--- config.mk ---
export PLATFORM = sky130hd
export DESIGN_NAME = decode_ctrl
export DESIGN_NICKNAME = d
export VERILOG_FILES = /design/src/rtl/decode_ctrl.sv
export SDC_FILE = /design/constraint.sdc
export NUM_CORES = 1
export LEC_CHECK = 0
export BUFFER_PORTS_ARGS = -buffer_cell sky130_fd_sc_hd__buf_2
export CAP_MARGIN = 20
export CORE_MARGIN = 5
export CORE_UTILIZATION = 55
export CTS_BUF_LIST = sky130_fd_sc_hd__clkbuf_2
export DETAILED_ROUTE_END_ITERATION = 10
export GPL_TIMING_DRIVEN = 1
export PLACE_DENSITY_LB_ADDON = 0.2
export SYNTH_ARGS = -nofsm -noshare
export SYNTH_HDL_FRONTEND = slang
export SYNTH_SLANG_ARGS = --single-unit
--- constraint.sdc ---
create_clock -name clk -period 2.1 [get_ports clk]
set_input_delay 0.42 -clock clk [delete_from_list [all_inputs] [get_ports clk]]
set_output_delay 0.42 -clock clk [all_outputs]
set_load 0.01 [all_outputs]
--- src/rtl/decode_ctrl.sv ---
// decode_ctrl: two-entry skid buffer between fetch and execute, plus a
// head-of-queue opcode decoder that steers the downstream immediate generator.
//
// Ports:
//   clk        rising-edge clock for all state
//   rst        synchronous, active-high reset
//   in_valid   fetch word valid
//   in_ready   buffer can take a word this cycle (registered, never from out_ready)
//   in_inst    fetched instruction
//   in_pc      PC of in_inst
//   flush      drop buffered words and any word accepted this cycle
//   out_valid  head entry valid toward execute
//   out_ready  execute accepts the head entry
//   out_inst   head instruction (feeds imm_gen inst)
//   out_pc     head PC
//   imm_sel    immediate format of the head (feeds imm_gen imm_sel)
//   uses_imm   head consumes an immediate
//   illegal    head opcode is outside RV32I base set
//   dec_cnt    number of output handshakes, wraps modulo 2^CNT_W
module decode_ctrl #(
    parameter int unsigned CNT_W = 32
) (
    input  logic             clk,
    input  logic             rst,
    input  logic             in_valid,
    output logic             in_ready,
    input  logic [31:0]      in_inst,
    input  logic [31:0]      in_pc,
    input  logic             flush,
    output logic             out_valid,
    input  logic             out_ready,
    output logic [31:0]      out_inst,
    output logic [31:0]      out_pc,
    output logic [2:0]       imm_sel,
    output logic             uses_imm,
    output logic             illegal,
    output logic [CNT_W-1:0] dec_cnt
);

    localparam logic [2:0] ImmSelI    = 3'b000;
    localparam logic [2:0] ImmSelS    = 3'b001;
    localparam logic [2:0] ImmSelSb   = 3'b010;
    localparam logic [2:0] ImmSelUj   = 3'b011;
    localparam logic [2:0] ImmSelU    = 3'b100;
    localparam logic [2:0] ImmSelNone = 3'b111;

    typedef enum logic [1:0] {StEmpty, StOne, StTwo} state_e;

    state_e             state_q, state_d;
    logic [31:0]        head_inst_q, head_inst_d;
    logic [31:0]        head_pc_q, head_pc_d;
    logic [31:0]        tail_inst_q, tail_inst_d;
    logic [31:0]        tail_pc_q, tail_pc_d;
    logic [CNT_W-1:0]   cnt_q;

    logic accept;
    logic pop;

    assign in_ready  = (state_q != StTwo);
    assign out_valid = (state_q != StEmpty);
    assign out_inst  = head_inst_q;
    assign out_pc    = head_pc_q;
    assign dec_cnt   = cnt_q;

    assign accept = in_valid && in_ready;
    assign pop    = out_valid && out_ready;

    always_comb begin
        state_d     = state_q;
        head_inst_d = head_inst_q;
        head_pc_d   = head_pc_q;
        tail_inst_d = tail_inst_q;
        tail_pc_d   = tail_pc_q;
        unique case (state_q)
            StEmpty: begin
                if (accept) begin
                    state_d     = StOne;
                    head_inst_d = in_inst;
                    head_pc_d   = in_pc;
                end
            end
            StOne: begin
                if (accept && pop) begin
                    head_inst_d = in_inst;
                    head_pc_d   = in_pc;
                end else if (accept) begin
                    state_d     = StTwo;
                    tail_inst_d = in_inst;
                    tail_pc_d   = in_pc;
                end else if (pop) begin
                    state_d = StEmpty;
                end
            end
            StTwo: begin
                // in_ready is low here, so only a pop can occur.
                if (pop) begin
                    state_d     = StOne;
                    head_inst_d = tail_inst_q;
                    head_pc_d   = tail_pc_q;
                end
            end
            default: state_d = StEmpty;
        endcase
        // Flush empties the queue; stale storage is hidden by out_valid=0.
        if (flush) begin
            state_d = StEmpty;
        end
    end

    always_ff @(posedge clk) begin
        if (rst) begin
            state_q     <= StEmpty;
            head_inst_q <= '0;
            head_pc_q   <= '0;
            tail_inst_q <= '0;
            tail_pc_q   <= '0;
            cnt_q       <= '0;
        end else begin
            state_q     <= state_d;
            head_inst_q <= head_inst_d;
            head_pc_q   <= head_pc_d;
            tail_inst_q <= tail_inst_d;
            tail_pc_q   <= tail_pc_d;
            // A pop that coincides with flush still reached execute.
            if (pop) begin
                cnt_q <= cnt_q + 1'b1;
            end
        end
    end

    always_comb begin
        imm_sel  = ImmSelNone;
        uses_imm = 1'b0;
        illegal  = 1'b0;
        if (out_valid) begin
            unique case (out_inst[6:0])
                7'b0010011, 7'b0000011, 7'b1100111, 7'b1110011, 7'b0001111: begin
                    imm_sel  = ImmSelI;
                    uses_imm = 1'b1;
                end
                7'b0100011: begin
                    imm_sel  = ImmSelS;
                    uses_imm = 1'b1;
                end
                7'b1100011: begin
                    imm_sel  = ImmSelSb;
                    uses_imm = 1'b1;
                end
                7'b1101111: begin
                    imm_sel  = ImmSelUj;
                    uses_imm = 1'b1;
                end
                7'b0110111, 7'b0010111: begin
                    imm_sel  = ImmSelU;
                    uses_imm = 1'b1;
                end
                7'b0110011: begin
                    // R-type: legal, no immediate.
                end
                default: begin
                    illegal = 1'b1;
                end
            endcase
        end
    end

endmodule

==> flow_summary.json, run 1 <==
{
  "chipWidth_um": 120,
  "fin_worst_skew_ns": 0.0225,
  "dp_hpwl_um": 11300,
  "final.setup.tns_ns": -2.59,
  "ys_warn_count": 0,
  "ir_worst_vdd_mv": 0.461,
  "p_leak_uw": 0.00408,
  "fmax_mhz": 372,
  "finalCritPeriodShare_pct": 128,
  "period_needed_ns": 2.69,
  "synth_nets": 848,
  "dieArea_um2": 14500,
  "criticalPathCategory": "reg2out",
  "antenna_cells": 0,
  "detail-route-antenna-nets": 0,
  "p_clk_share_pct": 29.4,
  "min_path_type": "in2reg",
  "critPathLaunch": "out_inst[5]",
  "synth-seq-cells": 162,
  "grt_pass1_wl_um": 29400,
  "startpoint_type": "register",
  "place_inst": 1060,
  "vias": 6407,
  "nets": 1078,
  "path_cells": "or3b_4, a21oi_4, o21bai_2, o21a_1, or3_1, buf_2",
  "clock_latency_ns": 0.73,
  "ys_seq_area_share_pct": 48.5,
  "maxSlewViolCount": 0,
  "antenna_found_initial": 0,
  "grt_max_degree": 119,
  "worst_pin_slew_ns": 0.517,
  "worstReg2RegEnd": "dec_cnt[16]",
  "drive_gt1_share_pct": 25.4,
  "first_iter_violations": 488,
  "syn_avg_cell_area_um2": 8.59,
  "whs_ns": 0.104,
  "post-route-cell-area_um2": 8820,
  "intPower_uw": 4230,
  "coreArea_um2": 12000,
  "netlist_area_um2": 6690,
  "synth_cells": 778,
  "cp_num_cells": 6,
  "start_util_pct": 55.9,
  "cp.arrival_ns": 2.27,
  "rrSetupSlack_ns": 0.17,
  "power_density_nw_per_um2": 654,
  "io_pins": 172,
  "worst-endpoint-required_ns": 1.68,
  "layout-area-overhead-vs-synth_pct": 32.0,
  "post_drt_wl_per_cell_um": 15.6,
  "clk_pin_slew_ns": 0.21,
  "viasPerCell": 5.49,
  "max_stage_delay_ns": 0.40,
  "rows": 40,
  "path_max_fanout": 2,
  "synth.lib_cells_used.distinct": 41,
  "finalSetupViolCount": 5,
  "cts_root_buffer": "clkbuf_2",
  "finalHoldViolCount": 0,
  "drtPass1Iterations": 5,
  "critical-path-top-delay-family": "simple AND/OR/NAND/NOR gates",
  "swShare_pct": 26.6,
  "cts_tree": "done",
  "outcome": "finished with violations",
  "grt_use_total_pct": 24.8,
  "r2r_start": "dec_cnt[0]",
  "p_sw_uw": 1530,
  "h-tree-depth": 4,
  "r2r_cells": 6,
  "crit_end": "imm_sel[1]",
  "maxSlewHeadroom_pct": 65.6,
  "crit_slowest_cell": "or3b_4",
  "layout_setup_ws_ns": -0.587,
  "seqPwrFrac_pct": 56.9,
  "max_cap_violations": 0,
  "gp_congestion": 0.861,
  "die_y_um": 120,
  "cts_sinks": 162,
  "pwr-share-comb_pct": 13.7,
  "rsz0062_at_grt": "yes",
  "io_buffers": 171,
  "clockBufferDepth": 2,
  "drc_errors": 0,
  "utilization_pct": 73.8,
  "dpl_cell_area_um2": 7750,
  "violations": "negative setup slack",
  "grt_pass1_vias": 6219,
  "wirelength_um": 18200,
  "cp.buffers_inverters": 1,
  "overflow": 0,
  "worst_setup_path_end_kind": "output pin",
  "cts_buffers": 17,
  "final_cells": 1168
}
==> placed cells by master (no fill, tap or decap), types with 5 or more instances in the layout <==
cell type        n
buf_2          168
dfxtp_1        153
nand2_1        140
nor2_1          92
a21oi_1         78
dlygate4sd3_1   66
mux2i_1         65
a211oi_1        64
buf_4           21
clkbuf_2        20
xor2_1          15
or3_1           12
o21ai_0         12
nand3_1         11
nand4_1          8
dfxtp_2          7
nor3_1           6
buf_6            6
nand2b_1         5
inv_1            5
xnor2_1          5
buf_12           5
==> flip-flops by register name, summed over array words and instances, names as in the netlist <==
signal / cells
dec_cnt: 32
tail_pc_q: 32
tail_inst_q: 32
out_pc: 32
out_inst: 32
state_q: 2
==> what timing repair did <==
| item | 4_1_cts | 5_1_grt |
|---|---|---|
| endpoints found under the hold margin | 113 | 0 |
| endpoints found under the setup margin | 7 | 14 |
| pin swaps | 6 | 6 |
| gates cloned | 0 | 1 |
| hold buffers | 66 | 0 |
| resized for setup | 19 | 12 |
| buffers inserted | 5 | 5 |
==> cell type report <==
| type | count | area, µm² |
|---|---|---|
| Inverter | 6 | 25.0 |
| Clock inverter | 12 | 140 |
| Timing Repair Buffer | 266 | 1830 |
| Multi-Input combinational cell | 555 | 3290 |
| Fill cell | 882 | 3140 |
| Sequential cell | 162 | 3260 |
| Clock buffer | 20 | 100 |
| Tap cell | 147 | 184 |
==> worst min-delay path, stage by stage <==
cell and delay, ns:
buf_2 0.12, a21oi_1 0.12, o22a_1 0.13, nor3_1 0.04
==> power groups by stage <==
| stage | clock network [µW] | logic (µW) | registers [µW] |
|---|---|---|---|
| detailed placement | 0 | 648 | 3340 |
| floorplan | 0 | 315 | 3380 |
| CTS | 1740 | 762 | 3280 |
| global placement | 0 | 626 | 3330 |
| global route | 1880 | 865 | 3300 |
| finish | 1690 | 793 | 3280 |
==> worst min path at each step <==
stage | start | end | slack [ns] | cells after the start
3_5_place_dp | tail_pc_q[26] | tail_pc_q[26] | 0.45 | 2
2_1_floorplan | tail_inst_q[0] | tail_inst_q[0] | 0.44 | 2
3_3_place_gp | tail_inst_q[30] | tail_inst_q[30] | 0.44 | 2
5_1_grt | in_valid | state_q[0] | 0.06 | 4
4_1_cts | in_valid | state_q[0] | 0.06 | 4
6_report | in_valid | state_q[0] | 0.10 | 4
==> routing by layer <==
metal / global-route usage, % / wire, µm / vias to the layer above
met5: 0 / 0 / -
met4: 10.3 / 509 / 0
met3: 6.69 / 985 / 48
met2: 42.2 / 8880 / 191
met1: 29.8 / 7830 / 3004
li1: - / - / 3164
==> metrics by stage <==
stage               worst slack [ns]  total power, µW
global placement              0.0822             3960
finish                        -0.587             5770
floorplan                     0.0494             3690
global route                  -0.745             6040
detailed placement            0.0601             3980
CTS                           -0.630             5770
==> cell usage after synthesis <==
| master | count | area (µm²) |
|---|---|---|
| nand3b_1 | 1 | 7.51 |
| nor2_1 | 93 | 349 |
| a211o_1 | 1 | 8.76 |
| clkbuf_2 | 3 | 15.0 |
| nor3_1 | 7 | 35.0 |
| inv_1 | 6 | 22.5 |
| dfxtp_1 | 162 | 3240 |
| o21ai_0 | 13 | 65.1 |
| a211oi_1 | 64 | 480 |
| ha_1 | 1 | 12.5 |
| o22a_1 | 1 | 8.76 |
| buf_1 | 3 | 11.3 |
| nand4_1 | 8 | 50.1 |
| o32a_1 | 1 | 10.0 |
| and3_1 | 4 | 25.0 |
| nor4_1 | 2 | 12.5 |
| xnor2_1 | 5 | 43.8 |
| o21bai_1 | 1 | 7.51 |
| nand2b_1 | 6 | 37.5 |
| and2_1 | 1 | 6.26 |
| nand3_1 | 11 | 55.1 |
| or4_1 | 1 | 7.51 |
| xor2_1 | 15 | 131 |
| or3_1 | 12 | 75.1 |
| nand4_2 | 2 | 25.0 |
| nor4_4 | 1 | 21.3 |
| nor2b_1 | 4 | 25.0 |
| o21ai_1 | 1 | 5.00 |
| or3b_2 | 1 | 8.76 |
| or2_2 | 1 | 6.26 |
| o211ai_1 | 1 | 7.51 |
| a21oi_1 | 81 | 405 |
| nand2_1 | 141 | 529 |
| nor3_4 | 1 | 16.3 |
| and4_1 | 2 | 17.5 |
| nand4_4 | 1 | 21.3 |
| o21a_1 | 3 | 22.5 |
| buf_2 | 6 | 30.0 |
| clkbuf_1 | 44 | 165 |
| and3_2 | 1 | 7.51 |
| mux2i_1 | 65 | 651 |
==> cell families after synthesis <==
group,count (synthesis),share of synthesized area (%)
xor+xnor,20,2.62
mux,65,9.73
fa+ha+maj,1,0.187
buf+inv,62,3.65
flops,162,48.5
simple gates,301,20.0
compound gates,167,15.3
No activity file was read; power rests on OpenSTA's default activity.
==> inputs of run 2 (changes only) <==
--- a/config.mk
+++ b/config.mk
@@ -12,7 +12,8 @@
 export CTS_BUF_LIST = sky130_fd_sc_hd__clkbuf_2
 export DETAILED_ROUTE_END_ITERATION = 10
 export GPL_TIMING_DRIVEN = 1
-export PLACE_DENSITY_LB_ADDON = 0.2
+export PLACE_DENSITY = 0.82
+export SKIP_LAST_GASP = 1
 export SYNTH_ARGS = -nofsm -noshare
 export SYNTH_HDL_FRONTEND = slang
 export SYNTH_SLANG_ARGS = --single-unit
==> run 2 against run 1 <==
Against the previous run: the run still ends with negative setup slack left; worst hold slack got worse by 0.032 ns; utilization down 0.24 points; combinational power decreased by 2%; critical path depth increased by 1; design area decreased by 0.33%; sequential cell count unchanged; routed wire length fell by 2.8%; clock power grew 15%; register-to-register slack better by 0.02 ns; critical endpoint is now imm_sel[0]; largest cell class is now sequential cells; largest power group unchanged.
==> flow_summary.json, run 2 (same netlist as run 1, synthesis figures left out) <==
{
  "outcome": "finished with violations",
  "violations": "negative setup slack",
  "worst-endpoint-required_ns": 1.68,
  "rows": 40,
  "period_needed_ns": 2.72,
  "dieArea_um2": 14500,
  "r2r_cells": 5,
  "cts_buffers": 17,
  "overflow": 0,
  "power_density_nw_per_um2": 680,
  "post-place-ws_ns": 0.0626,
  "p_sw_uw": 1530,
  "post_drt_wl_per_cell_um": 15.2,
  "layout_commonest_cell": "buf_2",
  "swShare_pct": 25.6,
  "final_cell_mix": "170 x buf_2, 157 x dfxtp_1, 140 x nand2_1, 92 x nor2_1, 79 x a21oi_1",
  "drtPass1Iterations": 5,
  "cts_tree": "done",
  "path_max_fanout": 2,
  "wirelength_um": 17700,
  "dp_hpwl_um": 10700,
  "fin_worst_skew_ns": 0.0416,
  "clock_latency_ns": 0.74,
  "cts_root_buffer": "clkbuf_2",
  "h-tree-depth": 4,
  "antenna_found_initial": 0,
  "holdCritStartpoint": "out_ready",
  "cp.arrival_ns": 2.30,
  "finalHoldViolCount": 0,
  "p_clk_share_pct": 32.3,
  "drc_errors": 0,
  "path_cells": "or3b_4, a21oi_2, o21bai_1, o21a_1, buf_4, a211o_1, buf_2",
  "gp_congestion": 0.808,
  "p_leak_uw": 0.00408,
  "power_uw": 5990,
  "start_util_pct": 55.9,
  "layout-area-overhead-vs-synth_pct": 31.6,
  "maxSlewViolCount": 0,
  "crit_end": "imm_sel[0]",
  "whs_ns": 0.0718,
  "cts_sinks": 162,
  "drive_gt1_share_pct": 24.1,
  "rsz0062_at_grt": "yes",
  "nets": 1074,
  "min_path_type": "in2reg",
  "antenna_cells": 0,
  "worstReg2RegEnd": "dec_cnt[31]",
  "finalCritPeriodShare_pct": 129,
  "chipWidth_um": 120,
  "clk_pin_slew_ns": 0.20,
  "grt_use_total_pct": 24.1,
  "seqPwrFrac_pct": 54.6,
  "startpoint_type": "register",
  "viasPerCell": 5.39,
  "worst_pin_slew_ns": 0.492,
  "first_iter_violations": 474,
  "coreArea_um2": 12000,
  "ir_worst_vdd_mv": 0.433,
  "detail-route-antenna-nets": 0,
  "worst_setup_path_end_kind": "output pin",
  "grt_max_degree": 91,
  "finalSetupViolCount": 5,
  "maxSlewHeadroom_pct": 67.2,
  "vias": 6273,
  "criticalPathCategory": "reg2out",
  "grt_pass1_wl_um": 28300,
  "io_pins": 172,
  "r2r_start": "dec_cnt[6]",
  "layout_setup_ws_ns": -0.618,
  "critPathLaunch": "out_inst[4]",
  "die_y_um": 120,
  "pwr-share-comb_pct": 13.0,
  "fmax_mhz": 368,
  "clockBufferDepth": 2,
  "rrSetupSlack_ns": 0.19,
  "grt_pass1_vias": 5883,
  "max_stage_delay_ns": 0.38,
  "max_cap_violations": 0,
  "io_buffers": 171,
  "crit_slowest_cell": "or3b_4",
  "intPower_uw": 4460
}
run 2: critical path: cells and delay by family, from the launching register on:
family                 cells  cell delay (ns)
AOI/OAI and AO/OA          4             0.57
buffers and inverters      2             0.27
DFF                        1             0.36
and+or+nand+nor            1             0.38
run 2: per-layer routing:
| metal | up-vias | wire, µm | track usage, % |
|---|---|---|---|
| li1 | 3142 | - | - |
| met1 | 2904 | 7530 | 30.4 |
| met2 | 190 | 8730 | 40.0 |
| met3 | 37 | 992 | 5.80 |
| met5 | - | 0 | 0 |
| met4 | 0 | 446 | 9.35 |
run 2: area by class of cell:
type | instances | area, µm²
Tap cell | 147 | 184
Multi-Input combinational cell | 554 | 3240
Clock inverter | 12 | 189
Sequential cell | 162 | 3250
Timing Repair Buffer | 263 | 1810
Clock buffer | 19 | 95.1
Inverter | 6 | 22.5
Fill cell | 879 | 3170
run 2: power groups by stage:
| stage | Clock (µW) | Combinational (µW) | Sequential [µW] |
|---|---|---|---|
| 2_1_floorplan | 0 | 315 | 3380 |
| 3_3_place_gp | 0 | 640 | 3330 |
| 3_5_place_dp | 0 | 651 | 3330 |
| 4_1_cts | 1970 | 759 | 3270 |
| 5_1_grt | 2120 | 853 | 3290 |
| 6_report | 1940 | 779 | 3270 |
run 2: what timing repair did:
| item | CTS | global route |
|---|---|---|
| endpoints found under the setup margin | 7 | 6 |
| setup buffers | 4 | 2 |
| pin swaps | 4 | 3 |
| cloned | 0 | 0 |
| hold buffers | 65 | 0 |
| endpoints found under the hold margin | 121 | 0 |
| resized for setup | 7 | 4 |
run 2: worst min-delay path by stage:
| stage | endpoint | cells past startpoint |
|---|---|---|
| 6_report | state_q[1] | 4 |
| 5_1_grt | tail_pc_q[29] | 2 |
| 4_1_cts | state_q[1] | 4 |
| 3_5_place_dp | tail_inst_q[28] | 2 |
| 3_3_place_gp | tail_inst_q[28] | 2 |
| 2_1_floorplan | tail_inst_q[0] | 2 |
run 2: per-stage QoR:
step           TNS (ns)  cell area (µm²)  instances  utilization (%)
2_1_floorplan         0             6690        778                -
3_3_place_gp          0             7790       1061             65.1
3_5_place_dp          0             7790       1061             65.1
4_1_cts           -2.82             8770       1161             73.3
5_1_grt           -3.31             8800       1163             73.5
6_report          -2.56             8800       1163             73.5
==> inputs of run 3 (changes only) <==
--- a/config.mk
+++ b/config.mk
@@ -5,6 +5,7 @@
 export SDC_FILE = /design/constraint.sdc
 export NUM_CORES = 1
 export LEC_CHECK = 0
+export ABC_AREA = 1
 export BUFFER_PORTS_ARGS = -buffer_cell sky130_fd_sc_hd__buf_2
 export CAP_MARGIN = 20
 export CORE_MARGIN = 5
==> run 3 against run 2 <==
Against the previous run: the run still ends with negative setup slack left; combinational power up 18%; critical path depth up 3; clock-buffer cell count down 2; power down 2.9%; die area up 5.6%; synthesized area up 6.1%; via count up 19%; routed wire length up 13%; fmax up 11%; first-iteration DRC count up 41%; clock power down 19%; sequential share of layout area down 2.0 points.
==> flow_summary.json, run 3 <==
{
  "maxSlewHeadroom_pct": 66.8,
  "ys_warn_count": 0,
  "cts_buffers": 17,
  "synth.lib_cells_used.distinct": 31,
  "swShare_pct": 28.7,
  "drive_gt1_share_pct": 21.6,
  "drtPass1Iterations": 6,
  "synth.area.top_cells": "dfxtp_1 46%, nor2_1 12%, o21ai_0 10%",
  "path_max_fanout": 3,
  "dp_hpwl_um": 12300,
  "synth-seq-cells": 162,
  "overflow": 0,
  "synth_top_flop_cell": "dfxtp_1",
  "antenna_found_initial": 0,
  "synth_cells": 1033,
  "netlist_area_um2": 7090,
  "layout_setup_ws_ns": -0.350,
  "fmax_mhz": 408,
  "first_iter_violations": 666,
  "rows": 41,
  "synth_nets": 1103,
  "wirelength_um": 20000,
  "drc_errors": 0,
  "seqPwrFrac_pct": 56.9,
  "start_util_pct": 56.2,
  "power_density_nw_per_um2": 624,
  "finalCritPeriodShare_pct": 117,
  "cts_root_buffer": "clkbuf_2",
  "gp_congestion": 0.919,
  "max_cap_violations": 0,
  "violations": "negative setup slack",
  "clock_latency_ns": 0.75,
  "detail-route-antenna-nets": 0,
  "clk_pin_slew_ns": 0.22,
  "worst_setup_path_end_kind": "output pin",
  "worst-endpoint-required_ns": 1.68,
  "finalSetupViolCount": 5,
  "intPower_uw": 4140,
  "layout_commonest_cell": "nor2_1",
  "cts_sinks": 162,
  "io_buffers": 171,
  "fin_worst_skew_ns": 0.0255,
  "min_path_type": "in2reg",
  "finalHoldViolCount": 0,
  "ys_seq_area_share_pct": 45.7,
  "grt_use_total_pct": 25.7,
  "async_flop_share_pct": 0,
  "startpoint_type": "register",
  "cts_tree": "done",
  "grt_pass1_vias": 6682,
  "syn_avg_cell_area_um2": 6.87,
  "p_leak_uw": 0.00418,
  "viasPerCell": 5.13,
  "vias": 7439,
  "ir_worst_vdd_mv": 0.741,
  "worst_pin_slew_ns": 0.497,
  "synth_top_area_share_pct": 45.7,
  "post_drt_wl_per_cell_um": 13.8,
  "p_clk_share_pct": 27.2,
  "p_sw_uw": 1670,
  "maxSlewViolCount": 0,
  "io_pins": 172,
  "layout-area-overhead-vs-synth_pct": 31.3,
  "power_uw": 5810,
  "grt_max_degree": 86,
  "synth_largest_area_cell": "dfxtp_1",
  "grt_pass1_wl_um": 31200,
  "coreArea_um2": 12600,
  "synth_edf_count": 0,
  "post-synth-top-count-cell": "nor2_1",
  "pwr-share-comb_pct": 15.9,
  "period_needed_ns": 2.45,
  "chipWidth_um": 124,
  "dieArea_um2": 15300,
  "nets": 1334,
  "rsz0062_at_grt": "yes",
  "criticalPathCategory": "reg2out",
  "synth_common_cells": "221 x nor2_1, 162 x dfxtp_1, 154 x nand2_1, 147 x o21ai_0, 93 x inv_1",
  "whs_ns": 0.144,
  "die_y_um": 124,
  "final_cell_mix": "216 x nor2_1, 166 x buf_2, 153 x dfxtp_1, 147 x nand2_1, 145 x o21ai_0",
  "post-place-ws_ns": 0.312,
  "cp.arrival_ns": 2.03,
  "outcome": "finished with violations",
  "clockBufferDepth": 2,
  "h-tree-depth": 4
}
==> run 3: cell count changes in the layout (fill, tap and decap cells not counted), moves of 12 or more <==
cell,delta
or3_1,-12
nand3_1,+28
o21ai_0,+133
nor2_1,+124
o21ai_1,+42
xor2_1,-12
a21oi_1,-12
mux2i_1,-65
a211oi_1,-64
inv_1,+83
==> run 3: power groups by stage <==
stage / sequential (µW) / combinational [µW] / clock, µW
after floorplan: 3410 / 399 / 0
after global placement: 3360 / 743 / 0
after detailed placement: 3370 / 753 / 0
after CTS: 3300 / 870 / 1610
after global routing: 3330 / 1020 / 1740
final: 3310 / 921 / 1580
==> run 3: worst paths after layout <==
check	startpoint	end	slack (ns)	cells past startpoint
setup reg to reg	state_q[0]	tail_pc_q[5]	0.29	7
hold / removal	out_ready	state_q[0]	0.14	4
hold reg to reg	tail_inst_q[20]	tail_inst_q[20]	0.46	2
setup / recovery	out_inst[0]	illegal	-0.35	10
==> run 3: cells by family (layout without fill, tap and decap cells) <==
family,after synthesis,in the layout,share of synthesized area [%]
AO/OA/AOI/OAI,262,262,18.7
XOR/XNOR,5,5,0.618
adder cells (fa/ha/maj),1,1,0.176
buffers and inverters,155,398,9.02
flip-flops,162,162,45.7
other,0,1,0
AND/OR/NAND/NOR,448,449,25.7
==> run 3: through the flow <==
stage               setup TNS [ns]  cells  util (%)  area, µm²
detailed placement               0   1331      64.1       8090
finish                       -1.70   1450      73.8       9310
floorplan                        0   1033         -       7090
global route                 -2.52   1449      73.8       9310
global placement                 0   1331      64.1       8090
CTS                          -1.55   1436      72.0       9080
==> run 3: cell type report <==
class | count | area [µm²]
well taps | 172 | 215
fillers | 1021 | 3310
repair buffers | 269 | 1890
diodes | 1 | 2.50
inverters | 97 | 394
flip-flops and latches | 162 | 3260
clock inverters | 15 | 124
multi-input cells | 717 | 3340
clock buffers | 17 | 85.1
==> run 3: per-layer routing <==
metal / global-route usage [%] / wire [µm] / up-vias
met4: 9.34 / 468 / 0
met5: 0 / 0 / -
met1: 31.2 / 8240 / 3321
met3: 8.23 / 1690 / 45
met2: 42.6 / 9630 / 289
li1: - / - / 3784
==> run 3: timing repair <==
action,in CTS,in global routing
resized for setup,29,31
gates cloned,0,1
setup endpoints to repair,7,7
hold endpoints to repair,110,0
buffers inserted,7,12
pin swaps,5,14
hold buffers,66,0
==> run 3: critical path: stages, from the launching register on <==
cell	delay [ns]
dfxtp_2	0.38
nand2_2	0.07
inv_4	0.07
nand2_4	0.06
nor2_4	0.10
nand2_2	0.08
buf_4	0.14
buf_4	0.13
nand4_1	0.07
nor2_1	0.05
buf_2	0.14
